[src/rtl/udp_line_scheduler.sv]
// Multi-camera line scheduler: picks one ready camera line, triggers a UDP packet for it,
// counts the packet engine's byte reads, releases the buffer and holds an inter-packet gap.
// Optional statistics counters are built when LINE_SCHED_STATS_EN is defined.
module udp_line_scheduler #(
    parameter int N_CAM       = 2,
    parameter int ROW_W       = 11,
    parameter int ID_W        = 5,
    parameter int LINE_BYTES  = 1280,
    parameter int ARB_MODE    = 0,
    parameter int GAP_CYC     = 16,
    parameter int TIMEOUT_CYC = 65535,
    localparam int SEL_W      = (N_CAM > 1) ? $clog2(N_CAM) : 1
) (
    input  logic                     clk,
    input  logic                     rst,
    input  logic                     enable,
    input  logic [N_CAM-1:0]         line_ready,
    input  logic [N_CAM*ROW_W-1:0]   line_row,
    input  logic                     tx_read_en,
    output logic                     tx_trig,
    output logic [SEL_W-1:0]         tx_sel,
    output logic [ID_W+ROW_W-1:0]    tx_index,
    output logic [N_CAM-1:0]         line_release,
    output logic                     busy,
    output logic                     err_timeout,
    output logic [N_CAM*16-1:0]      sent_count,
    output logic [15:0]              drop_count,
    output logic [2:0]               state_dbg
);
    localparam int BYTE_W = $clog2(LINE_BYTES + 1);
    localparam int TMO_W  = $clog2(TIMEOUT_CYC + 1);
    localparam int GAP_W  = $clog2(GAP_CYC + 1);

    localparam logic [2:0] IDLE = 3'd0;
    localparam logic [2:0] ARB  = 3'd1;
    localparam logic [2:0] TRIG = 3'd2;
    localparam logic [2:0] XFER = 3'd3;
    localparam logic [2:0] GAP  = 3'd4;

    logic [2:0]        state, state_d;
    logic [BYTE_W-1:0] byte_cnt;
    logic [TMO_W-1:0]  tmo_cnt;
    logic [GAP_W-1:0]  gap_cnt;
    logic [SEL_W-1:0]  rr_ptr, win, rr_idx;
    logic [ROW_W-1:0]  rows [N_CAM];
    logic [N_CAM-1:0]  rel_mask;
    logic              in_line, done, abort, arb_go;
    int                rr_sum;

    assign state_dbg = state;

    always_comb begin
        for (int i = 0; i < N_CAM; i++) rows[i] = line_row[i*ROW_W +: ROW_W];
    end

    // Winner search: the loops run from the far end so the last hit is the preferred one.
    always_comb begin
        win    = '0;
        rr_idx = '0;
        rr_sum = 0;
        if (ARB_MODE == 1) begin
            for (int i = N_CAM - 1; i >= 0; i--)
                if (line_ready[i]) win = SEL_W'(i);
        end else begin
            for (int off = N_CAM; off >= 1; off--) begin
                rr_sum = int'(rr_ptr) + off;
                if (rr_sum >= N_CAM) rr_sum = rr_sum - N_CAM;
                rr_idx = SEL_W'(rr_sum);
                if (line_ready[rr_idx]) win = rr_idx;
            end
        end
    end

    always_comb begin
        rel_mask         = '0;
        rel_mask[tx_sel] = 1'b1;
    end

    // tx_read_en is a bare strobe from the packet engine: each high cycle in TRIG/XFER
    // consumes exactly one byte; there is no back-pressure path towards udp_packet.
    assign in_line = (state == TRIG) || (state == XFER);
    assign done    = in_line && tx_read_en && (byte_cnt == BYTE_W'(LINE_BYTES - 1));
    assign abort   = in_line && !tx_read_en && (tmo_cnt == TMO_W'(TIMEOUT_CYC - 1));
    assign arb_go  = (state == ARB) && (|line_ready);

    always_comb begin
        state_d = state;
        case (state)
            IDLE:       if (enable && (|line_ready)) state_d = ARB;
            ARB:        state_d = arb_go ? TRIG : IDLE;
            TRIG, XFER: state_d = (done || abort) ? GAP : XFER;
            GAP:        if (gap_cnt == GAP_W'(GAP_CYC - 1)) state_d = IDLE;
            default:    state_d = IDLE;
        endcase
    end

    always_ff @(posedge clk or posedge rst) begin
        if (rst) begin
            state        <= IDLE;
            busy         <= 1'b0;
            tx_trig      <= 1'b0;
            tx_sel       <= '0;
            tx_index     <= '0;
            line_release <= '0;
            err_timeout  <= 1'b0;
            byte_cnt     <= '0;
            tmo_cnt      <= '0;
            gap_cnt      <= '0;
            rr_ptr       <= SEL_W'(N_CAM - 1);
        end else begin
            state        <= state_d;
            busy         <= (state_d != IDLE);
            tx_trig      <= arb_go;
            line_release <= '0;
            if (state == ARB) begin
                byte_cnt <= '0;
                tmo_cnt  <= '0;
            end
            if (arb_go) begin
                tx_sel   <= win;
                tx_index <= {ID_W'(win), rows[win]};
            end
            if (in_line) begin
                if (tx_read_en) begin
                    byte_cnt <= byte_cnt + 1'b1;
                    tmo_cnt  <= '0;
                end else begin
                    tmo_cnt  <= tmo_cnt + 1'b1;
                end
            end
            if (done || abort) begin
                line_release <= rel_mask;
                gap_cnt      <= '0;
            end else if (state == GAP) begin
                gap_cnt      <= gap_cnt + 1'b1;
            end
            if (done) rr_ptr <= tx_sel;
            if (abort) err_timeout <= 1'b1;
        end
    end

`ifdef LINE_SCHED_STATS_EN
    logic [15:0] sent_q [N_CAM];
    logic [15:0] drop_q;

    always_ff @(posedge clk or posedge rst) begin
        if (rst) begin
            for (int i = 0; i < N_CAM; i++) sent_q[i] <= '0;
            drop_q <= '0;
        end else begin
            if (done && (sent_q[tx_sel] != 16'hFFFF)) sent_q[tx_sel] <= sent_q[tx_sel] + 16'd1;
            if (abort && (drop_q != 16'hFFFF)) drop_q <= drop_q + 16'd1;
        end
    end

    always_comb begin
        for (int i = 0; i < N_CAM; i++) sent_count[i*16 +: 16] = sent_q[i];
    end
    assign drop_count = drop_q;
`else
    assign sent_count = '0;
    assign drop_count = '0;
`endif

endmodule

[config.mk]
export PLATFORM = sky130hd
export DESIGN_NAME = udp_line_scheduler
export DESIGN_NICKNAME = d
export VERILOG_FILES = /design/src/rtl/udp_line_scheduler.sv
export SDC_FILE = /design/constraint.sdc
export NUM_CORES = 1
export LEC_CHECK = 0
export ABC_AREA = 1
export CAP_MARGIN = 5
export CORE_MARGIN = 5
export CORE_UTILIZATION = 35
export DETAILED_ROUTE_END_ITERATION = 8
export PLACE_DENSITY = 0.69
export SLEW_MARGIN = 20
export SYNTH_ARGS = -nofsm -noshare
export SYNTH_HDL_FRONTEND = slang
export SYNTH_SLANG_ARGS = --single-unit
[constraint.sdc]
create_clock -name clk -period 1.7 [get_ports clk]
set_input_delay 0.34 -clock clk [delete_from_list [all_inputs] [get_ports clk]]
set_output_delay 0.34 -clock clk [all_outputs]
set_load 0.01 [all_outputs]
==> results.md, run 1 <==
- Critical path arrival: 1.28 ns
- Hold Fails Final Rpt: 0
- Vias/cell: 4.58
- DRT Wirelength: 6.51 mm
- Clk network pwr share: 23.0%
- Largest fanout on the critical path: 4
- Commonest non-fill, non-tap cell in the layout: nand2_1
- Status: completed
- CTS tree: yes
- Synth Flop Type: dfrtp_1
- Fill count: 852
- Longest Clk Path Bufs: 2
- Bufs and invs on worst path: 1
- Commonest non-fill, non-tap cells in the layout: nand2_1, conb_1, dfrtp_1
- IO Port Bufs: 48
- Die span in y: 105 µm
- Synth Instances: 389
- Pint: 2.13 mW
- EDFF count, synth: 0
- Fin area: 3700 µm²
- Vias in the first global route: 2392
- Wire length per cell: 11.6 µm
- Worst R2R Setup Slack: 0.22 ns
- Type of the most critical hold path: input pin to asynchronous set/reset pin
- CTS clk-pin slew, worst paths: 0.10 ns
- Combinational share of power: 26.1%
- Post-synthesis sequential area ratio: 42.4%
- HPWL reported at the end of detailed placement: 4.96 mm
- RSZ-0062 raised after global routing: no
- Mean post-synth cell area: 8.04 µm²
- # DRC: 0
- CTS sink cnt: 53
- CP delay by family, top: buffers and inverters
- Max-Cap Viols: 0
- Largest net degree at the start of global routing: 54
- Total track usage: 11.7%
- Sw Pwr: 927 µW
- Initial antenna violation count: 0
- Total CTS buffers: 5
- CTS HTree Levels: 2
- CP startpoint kind: flop
- Clock Latency Late Sink: 0.31 ns
- Final Power: 3.06 mW
- Crit. End Element: output port
- Top Ports: 101
- Pre-CTS setup slack: 0.00484 ns
- Pwr Density: 828 nW/µm²
- Post-Syn Area: 3130 µm²
- Core area: 8720 µm²
- Net count, final: 483
- Switching share of power: 30.3%
- Post-synthesis async set-or-reset flop share: 100%
- Antenna cells: 0
- Top achievable clock speed: 0.615 GHz
- DR vias: 2562
- Critical-path cell list: clkdlybuf4s50_1
- Sequential Power Share: 50.9%
- Pleak: 1.75 nW
- Initial DRC count: 90
- Worst endpoint required time: 1.36 ns
- Worst setup margin: 0.0751 ns
- Rows: 34
- Die ar.: 10900 µm²
- Worst Reg-to-Reg Cells: 6
- Slowest-stage cell, CP: clkdlybuf4s50_1
- Share of layout cells above drive strength 1: 11.1%
- Post-synth cell types: 37
- Max-slew violations: 0
- Initial Util: 35.9%
- DIE WIDTH: 105 µm
- Router iterations before antenna repair: 4
- GP Congestion: 0.806
- Setup TNS: 0 ns
- Worst vdd ir: 0.000465 V
- Final period utilization: 95.6%
- Stages on the worst setup path: 1
- Antenna viol nets, final: 0
- Yosys warnings: 0
- CP peak stage delay: 0.56 ns
- Layout area overhead: 18.3%
- Setup CP Type: flop to output port
- CTS Root Buffer Type: clkbuf_8
- Max Clock Skew: 0.0128 ns
- GRT overflow: 0
- Min Tclk post-route: 1.62 ns
- Seq cells post-synth: 53
- First-pass GRT wire length: 11.0 mm
- # setup viols final: 0
- Placed inst area: 3600 µm²
-- cell usage after synthesis, types with 3 or more instances --
cell type	instances	area share, %
nand2_1	76	9.1
buf_4	58	14
dfrtp_1	52	42
nor2_1	40	4.8
inv_1	33	4.0
o21ai_0	29	4.6
nand3_1	16	2.6
a21oi_1	15	2.4
o21ai_1	9	1.4
nand4_1	6	1.2
nor2_2	6	1.2
a31oi_1	5	1.0
ha_1	5	2.0
nand3_2	4	1.3
a22oi_1	3	0.72
nand2_2	3	0.60
xor2_1	3	0.84
-- metrics by stage --
step	util, %	hold slack, ns	std cells
2_1_floorplan	-	0.465	440
3_3_place_gp	41.3	0.452	549
3_5_place_dp	41.3	0.460	549
4_1_cts	42.2	0.392	557
5_1_grt	42.4	0.428	559
6_report	42.4	0.388	559
-- routing by layer --
layer / GRT usage, % / up-vias / share of wire (%)
li1: - / 1273 / -
met1: 15.1 / 1193 / 45
met2: 19.6 / 92 / 47
met3: 3.39 / 4 / 7.5
met4: 2.04 / 0 / 0.41
met5: 0 / - / 0
-- power by group through the flow --
| stage | Sequential, mW | Clock, mW | Combinational (mW) |
|---|---|---|---|
| 5_1_grt | 1.59 | 0.777 | 0.894 |
| 2_1_floorplan | 1.62 | 0 | 0.428 |
| 4_1_cts | 1.56 | 0.731 | 0.794 |
| 3_3_place_gp | 1.57 | 0 | 0.783 |
| 6_report | 1.56 | 0.703 | 0.800 |
| 3_5_place_dp | 1.58 | 0 | 0.791 |
-- flip-flops by register name, indices dropped and copies added (netlist names) --
name          cells
byte_cnt         11
tmo_cnt          16
tx_sel            1
gap_cnt           5
state_dbg         3
rr_ptr            1
line_release      2
busy              1
tx_index         11
tx_trig           1
err_timeout       1
-- cell type report --
type / count / area (µm²) / share of cell area [%]
multi-input cells: 290 / 1400 / 37.9
flip-flops and latches: 53 / 1330 / 35.9
repair buffers: 64 / 613 / 16.6
inverters: 36 / 136 / 3.69
well taps: 108 / 135 / 3.65
clock buffers: 7 / 76.3 / 2.06
clock inverters: 1 / 7.51 / 0.203
-- repair_timing --
action | CTS | global route
setup buffers | 0 | 2
resized for setup | 1 | 1
hold buffers | 0 | 0
setup endpoints to repair | 1 | 3
endpoints found under the hold margin | 0 | 0
-- worst paths after layout --
kind	start	end
max	state_dbg[1]$_DFF_PP0_	state_dbg[1]
min	rst	line_release[1]$_DFF_PP0_
max reg2reg	gap_cnt[0]$_DFFE_PP0P_	gap_cnt[4]$_DFFE_PP0P_
min reg2reg	err_timeout$_DFFE_PP0P_	err_timeout$_DFFE_PP0P_
max in group asynchronous	rst	rr_ptr$_DFFE_PP1P_
min in group clk	err_timeout$_DFFE_PP0P_	err_timeout$_DFFE_PP0P_
-- cells by family after synthesis --
group / after synthesis / share of synthesized area [%]
and+or+nand+nor: 160 / 23.2
buffers and inverters: 97 / 18.9
AOI/OAI and AO/OA: 68 / 11.9
DFF: 53 / 42.4
adders and majority gates: 5 / 2.00
xor gates and xnor gates: 4 / 1.12
other: 1 / 0.120
muxes: 1 / 0.320
Power figures use the tool's default switching activity.
==> inputs of run 2 (changes only) <==
--- a/config.mk
+++ b/config.mk
@@ -5,7 +5,6 @@
 export SDC_FILE = /design/constraint.sdc
 export NUM_CORES = 1
 export LEC_CHECK = 0
-export ABC_AREA = 1
 export CAP_MARGIN = 5
 export CORE_MARGIN = 5
 export CORE_UTILIZATION = 35
==> results.md, run 2 <==
- Status: completed
- Mean post-synth cell area: 9.41 µm² (+17%)
- EDFF count, synth: 0 (unchanged)
- Clk network pwr share: 16.7% (-6.3 points)
- Sw Pwr: 1.55 mW (+67%)
- Pre-CTS setup slack: -0.260 ns (-0.265 ns)
- WHS: 0.399 ns (+0.0119 ns)
- Largest Register: tmo_cnt
- Synth Instances: 321 (-17%)
- Total CTS buffers: 5 (unchanged)
- Antenna cells: 0 (unchanged)
- Post-Syn Area: 3020 µm² (-3.4%)
- Post-synth top area share: 43.1% (+1.5 points)
- Critical-path cell list: ha_2 > and3_2 > and3_4 > nand4_4 > buf_6 > a31oi_2 > a211o_1
- # setup viols final: 0 (unchanged)
- Seq cells post-synth: 53 (unchanged)
- Final period utilization: 98.1% (+2.5 points)
- Synth Flop Type: dfrtp_1
- Vias in the first global route: 2172 (-9.2%)
- CTS HTree Levels: 2 (unchanged)
- Max-Cap Viols: 0 (unchanged)
- Min Tclk post-route: 1.67 ns (+0.0430 ns)
- Worst setup margin: 0.0321 ns (-0.0430 ns)
- Number of flip-flops in the largest register: 16 (unchanged)
- Clock Latency Late Sink: 0.31 ns (about the same)
- DRT Wirelength: 6.33 mm (-2.8%)
- Type of the most critical hold path: input pin to asynchronous set/reset pin
- Global routing's busiest layer: met2
- GP Congestion: 0.817 (+1.3%)
- Post-synth top cells: buf_4, dfrtp_1, nor2_1, o21ai_0, nand2_1
- Top achievable clock speed: 0.600 GHz (-2.6%)
- Max Clock Skew: 0.0187 ns (+0.00595 ns)
- DR vias: 2349 (-8.3%)
- Area leader, netlist: dfrtp_1
- First-pass GRT wire length: 10.1 mm (-8.1%)
- Pleak: 1.74 nW (-0.55%)
- Largest net degree at the start of global routing: 28 (-48%)
- Vias/cell: 4.73 (+3.1%)
- Crit. End Element: flop
- Setup CP Type: flop to flop
- Longest Clk Path Bufs: 2 (unchanged)
- Sequential Power Share: 41.4% (-9.5 points)
- Pint: 2.78 mW (+30%)
- IO Port Bufs: 48 (unchanged)
- Switching share of power: 35.7% (+5.5 points)
- CTS tree: yes
- Commonest non-fill, non-tap cells in the layout: conb_1, dfrtp_1, clkdlybuf4s50_1
- Slowest-stage cell, CP: dfrtp_1
- Antenna viol nets, final: 0 (unchanged)
- Setup TNS: 0 ns (unchanged)
- Share of layout cells above drive strength 1: 14.5% (+3.5 points)
- Layout area overhead: 23.0%
- Commonest non-fill, non-tap cell in the layout: conb_1
- Initial antenna violation count: 0 (unchanged)
- Top-count cell post-synth: buf_4
- Top Ports: 101 (unchanged)
- Yosys warnings: 0 (unchanged)
- CP peak stage delay: 0.39 ns (-0.17 ns)
- Die ar.: 10600 µm² (-3.1%)
- # DRC: 0 (unchanged)
- CTS Root Buffer Type: clkbuf_8
- CTS clk-pin slew, worst paths: 0.11 ns (about the same)
- Initial DRC count: 81 (-10%)
- Largest fanout on the critical path: 4 (unchanged)
- Met1 usage: 15.9% (+0.85 points)
- GRT overflow: 0 (unchanged)
- Core area: 8300 µm² (-4.8%)
- Router iterations before antenna repair: 4 (unchanged)
- Pwr Density: 1160 nW/µm² (+41%)
- Combinational share of power: 41.9% (+16 points)
- RSZ-0062 raised after global routing: yes
- Hold Fails Final Rpt: 0 (unchanged)
- Worst vdd ir: 0.000536 V (+15%)
- GR Util met2: 18.0% (-1.7 points)
- CP startpoint kind: flop
- Die span in y: 103 µm (-1.6%)
- Post-synth cell types: 46 (+24%)
- CTS sink cnt: 53 (unchanged)
- Post-synthesis sequential area ratio: 44.0% (+1.5 points)
- Wire length per cell: 12.7 µm (+9.4%)
- Met3 usage: 5.01% (+1.6 points)
- Post-synthesis async set-or-reset flop share: 100% (unchanged)
- Initial Util: 36.4% (+0.53 points)
- Critical path arrival: 1.87 ns (+0.59 ns)
- Top post-synthesis cells by area: dfrtp_1, buf_4, mux2i_1
- Net count, final: 424 (-12%)
- DIE WIDTH: 103 µm (-1.6%)
- Max-slew violations: 0 (unchanged)
- Rows: 33 (-2.9%)
- Total track usage: 12.0% (+0.31 points)
- HPWL reported at the end of detailed placement: 4.71 mm (-4.9%)
- Worst endpoint required time: 1.90 ns (+0.54 ns)
- Regs by FF count: tmo_cnt: 16 flops, byte_cnt: 11 flops, tx_index: 11 flops
-- run 2: cell count changes in the layout (fill, tap and decap cells not counted), moves of 4 or more --
cell | previous run | this run
a31oi_1 | 5 | 10
and3_1 | 0 | 7
buf_4 | 15 | 27
inv_1 | 32 | 5
mux2i_1 | 1 | 16
nand2_1 | 76 | 24
nand3_1 | 16 | 10
nand4_1 | 6 | 10
nor2_1 | 40 | 28
nor2_2 | 6 | 1
o21ai_1 | 9 | 0
-- run 2: path summary, 6_finish.rpt --
kind,start,to,slack [ns],depth (start not counted)
worst min-delay path,rst,tmo_cnt[3]$_DFFE_PP0P_,0.40,3
worst max-delay path,byte_cnt[0]$_DFF_PP0_,busy$_DFF_PP0_,0.03,7
min in group clk,byte_cnt[5]$_DFF_PP0_,byte_cnt[5]$_DFF_PP0_,0.47,1
worst max register to register,byte_cnt[0]$_DFF_PP0_,busy$_DFF_PP0_,0.03,7
max in group asynchronous,rst,rr_ptr$_DFFE_PP1P_,0.99,3
worst min register to register,byte_cnt[5]$_DFF_PP0_,byte_cnt[5]$_DFF_PP0_,0.47,1
-- run 2: repair_timing --
action	4_1_cts	5_1_grt
hold buffers	0	0
buffers inserted	1	0
cloned	0	0
hold endpoints to repair	0	0
setup endpoints to repair	6	9
gates resized for setup	6	8
pin swaps	0	0
-- run 2: kinds of logic (layout without fill, tap and decap cells) --
family	count (synthesis)	in the layout	share of synthesized area [%]
simple gates	106	106	18.9
buf+inv	71	91	16.1
compound gates	62	62	11.4
flops	53	53	44.0
mux	17	17	5.68
xor+xnor	6	6	1.74
fa+ha+maj	5	5	2.07
other cells	1	52	0.124
-- run 2: area by class of cell --
class	count	area [µm²]
fillers	814	4580
multi-input cells	248	1430
flip-flops and latches	53	1330
repair buffers	77	714
well taps	105	131
clock buffers	7	76.3
inverters	6	22.5
clock inverters	1	8.76
-- run 2: power groups by stage --
stage | Sequential, mW | Clock [mW] | Combinational (mW)
floorplan | 1.87 | 0 | 0.963
global placement | 1.81 | 0 | 1.76
detailed placement | 1.81 | 0 | 1.81
CTS | 1.79 | 0.752 | 1.82
global route | 1.84 | 0.781 | 2.04
finish | 1.79 | 0.721 | 1.81
-- run 2: stage by stage --
stage | instance area (µm²) | utilization, % | std cells | total power [mW]
finish | 3710 | 44.8 | 497 | 4.33
floorplan | 3210 | - | 372 | 2.84
global placement | 3580 | 43.2 | 488 | 3.57
global route | 3710 | 44.8 | 497 | 4.67
CTS | 3680 | 44.4 | 497 | 4.37
detailed placement | 3580 | 43.2 | 488 | 3.62
-- run 2: routing by layer --
layer / up-vias / routed length (µm)
li1: 1140 / -
met1: 1111 / 2700
met2: 91 / 2900
met3: 7 / 657
met4: 0 / 68
met5: - / 0
-- run 2: critical path, delay by kind of cell, from the launching register on --
| kind | cells | cell delay, ns |
|---|---|---|
| AOI/OAI and AO/OA | 2 | 0.37 |
| adders and majority gates | 1 | 0.19 |
| buffers and inverters | 1 | 0.12 |
| DFF | 1 | 0.39 |
| and+or+nand+nor | 3 | 0.50 |
==> inputs of run 3 (changes only) <==
--- a/config.mk
+++ b/config.mk
@@ -9,6 +9,7 @@
 export CORE_MARGIN = 5
 export CORE_UTILIZATION = 35
 export DETAILED_ROUTE_END_ITERATION = 8
+export MAX_ROUTING_LAYER = met4
 export PLACE_DENSITY = 0.69
 export SLEW_MARGIN = 20
 export SYNTH_ARGS = -nofsm -noshare
==> results.md, run 3 (synthesis results as in run 2) <==
- Status: completed
- Vias/cell: 4.71 (-0.26%)
- Die span in y: 103 µm (unchanged)
- Wire length per cell: 12.8 µm (+0.30%)
- CTS tree: yes
- Share of layout cells above drive strength 1: 14.5% (unchanged)
- Commonest non-fill, non-tap cell in the layout: conb_1
- Slowest-stage cell, CP: dfrtp_1
- Regs by FF count: tmo_cnt: 16 flops, byte_cnt: 11 flops, tx_index: 11 flops
- Total track usage: 12.3% (+0.38 points)
- Largest net degree at the start of global routing: 28 (unchanged)
- Stages on the worst setup path: 7 (unchanged)
- Top achievable clock speed: 0.597 GHz (-0.37%)
- R2r endpoint: busy$_DFF_PP0_
- HPWL reported at the end of detailed placement: 4.71 mm (unchanged)
- Worst endpoint required time: 1.90 ns (about the same)
- CP delay by family, top: simple AND/OR/NAND/NOR gates
- Top Ports: 101 (unchanged)
- Pleak: 1.74 nW (unchanged)
- Total CTS buffers: 5 (unchanged)
- Worst Reg-to-Reg Cells: 7 (unchanged)
- Critical Path End: busy$_DFF_PP0_
- Longest Clk Path Bufs: 2 (unchanged)
- Placed inst area: 3580 µm² (unchanged)
- First-pass GRT wire length: 10.1 mm (unchanged)
- RR Startpoint: byte_cnt[0]$_DFF_PP0_
- Max-Cap Viols: 0 (unchanged)
- CTS sink cnt: 53 (unchanged)
- GP Congestion: 0.829 (+1.5%)
- Max-slew violations: 0 (unchanged)
- # setup viols final: 0 (unchanged)
- CP peak stage delay: 0.39 ns (about the same)
- Vias in the first global route: 2172 (unchanged)
- Initial antenna violation count: 0 (unchanged)
- Fin area: 3710 µm² (unchanged)
- Hold_buf cts: 0 (unchanged)
- Pwr Density: 1160 nW/µm² (about the same)
- DRT Wirelength: 6.35 mm (+0.30%)
- Initial DRC count: 77 (-4.9%)
- Setup CP Type: flop to flop
- CP startpoint kind: flop
- Number of flip-flops in the largest register: 16 (unchanged)
- Crit path launch: byte_cnt[0]$_DFF_PP0_
- CTS Root Buffer Type: clkbuf_8
- Min Tclk post-route: 1.67 ns (+0.00620 ns)
- Worst vdd ir: 0.000536 V (about the same)
- Hold Fails Final Rpt: 0 (unchanged)
- Rows: 33 (unchanged)
- Fill count: 814 (unchanged)
- DR vias: 2343 (-0.26%)
- # DRC: 0 (unchanged)
- CTS HTree Levels: 2 (unchanged)
- Largest Register: tmo_cnt
- Largest fanout on the critical path: 4 (unchanged)
- Core area: 8300 µm² (unchanged)
- DIE WIDTH: 103 µm (unchanged)
- Commonest non-fill, non-tap cells in the layout: conb_1, dfrtp_1, clkdlybuf4s50_1
- Router iterations before antenna repair: 4 (unchanged)
- Type of the most critical hold path: input pin to asynchronous set/reset pin
- CTS clk-pin slew, worst paths: 0.10 ns (about the same)
- RSZ-0062 raised after global routing: yes
- Setup TNS: 0 ns (unchanged)
- GRT overflow: 0 (unchanged)
- Antenna cells: 0 (unchanged)
- Critical path arrival: 1.87 ns (about the same)
- Clock Latency Late Sink: 0.31 ns (about the same)
- Die ar.: 10600 µm² (unchanged)
- IO Port Bufs: 48 (unchanged)
- WHS: 0.404 ns (+0.00495 ns)
- Final Util: 44.8% (unchanged)
- Bufs and invs on worst path: 1 (unchanged)
- Layout area overhead: 23.0% (unchanged)
- Worst R2R Setup Slack: 0.03 ns (about the same)
- Crit. End Element: flop
- Antenna viol nets, final: 0 (unchanged)
- Initial Util: 36.4% (unchanged)
- Net count, final: 424 (unchanged)
- Max Clock Skew: 0.0161 ns (-0.00264 ns)
- Critical-path cell list: ha_2 > and3_2 > and3_4 > nand4_4 > buf_6 > a31oi_2 > a211o_1
- Final period utilization: 98.5% (+0.36 points)
[run 3: how the worst min path moves through the flow]
| stage | from | slack, ns | endpoint |
|---|---|---|---|
| 3_5_place_dp | byte_cnt[5]$_DFF_PP0_ | 0.46 | byte_cnt[5]$_DFF_PP0_ |
| 5_1_grt | rst | 0.45 | tmo_cnt[3]$_DFFE_PP0P_ |
| 3_3_place_gp | byte_cnt[7]$_DFF_PP0_ | 0.45 | byte_cnt[7]$_DFF_PP0_ |
| 2_1_floorplan | byte_cnt[5]$_DFF_PP0_ | 0.44 | byte_cnt[5]$_DFF_PP0_ |
| 4_1_cts | rst | 0.41 | tmo_cnt[3]$_DFFE_PP0P_ |
| 6_report | rst | 0.40 | tmo_cnt[3]$_DFFE_PP0P_ |
[run 3: worst min-delay path: cells and delay by family]
| kind | cells | cell delay (ns) |
|---|---|---|
| buffers and inverters | 3 | 0.80 |
[run 3: power breakdown]
part / internal [mW] / leakage [nW] / switching, mW
combinational: 0.916 / 1.03 / 0.900
clock: 0.296 / 0.0424 / 0.420
sequential: 1.57 / 0.668 / 0.223
total: 2.78 / 1.74 / 1.54
[run 3: layout make-up]
cell class                      count  area (µm²)  share of cell area (%)
Tap cell                          105         131                    3.54
Inverter                            6        22.5                   0.606
Multi-Input combinational cell    248        1430                    38.5
Sequential cell                    53        1330                    35.8
Timing Repair Buffer               77         714                    19.2
Clock buffer                        7        76.3                    2.05
Clock inverter                      1        8.76                   0.236
[run 3: metal layers]
metal | track usage [%] | share of wire, % | up-vias
met5 | - | 0 | -
met4 | 3.29 | 0.79 | 0
met3 | 4.26 | 8.7 | 5
met2 | 18.1 | 47 | 82
met1 | 16.3 | 44 | 1116
li1 | - | - | 1140
[run 3: per-stage QoR]
step	power (mW)	std cells	setup WS, ns
floorplan	2.84	372	0.0252
global placement	3.57	488	-0.218
detailed placement	3.62	488	-0.260
CTS	4.37	497	0.00287
global route	4.67	497	-0.0210
finish	4.32	497	0.0259
[run 3: timing repair]
action                                 CTS  global route
gates resized for setup                  6             8
setup endpoints to repair                6             9
endpoints found under the hold margin    0             0
buffers inserted                         1             0
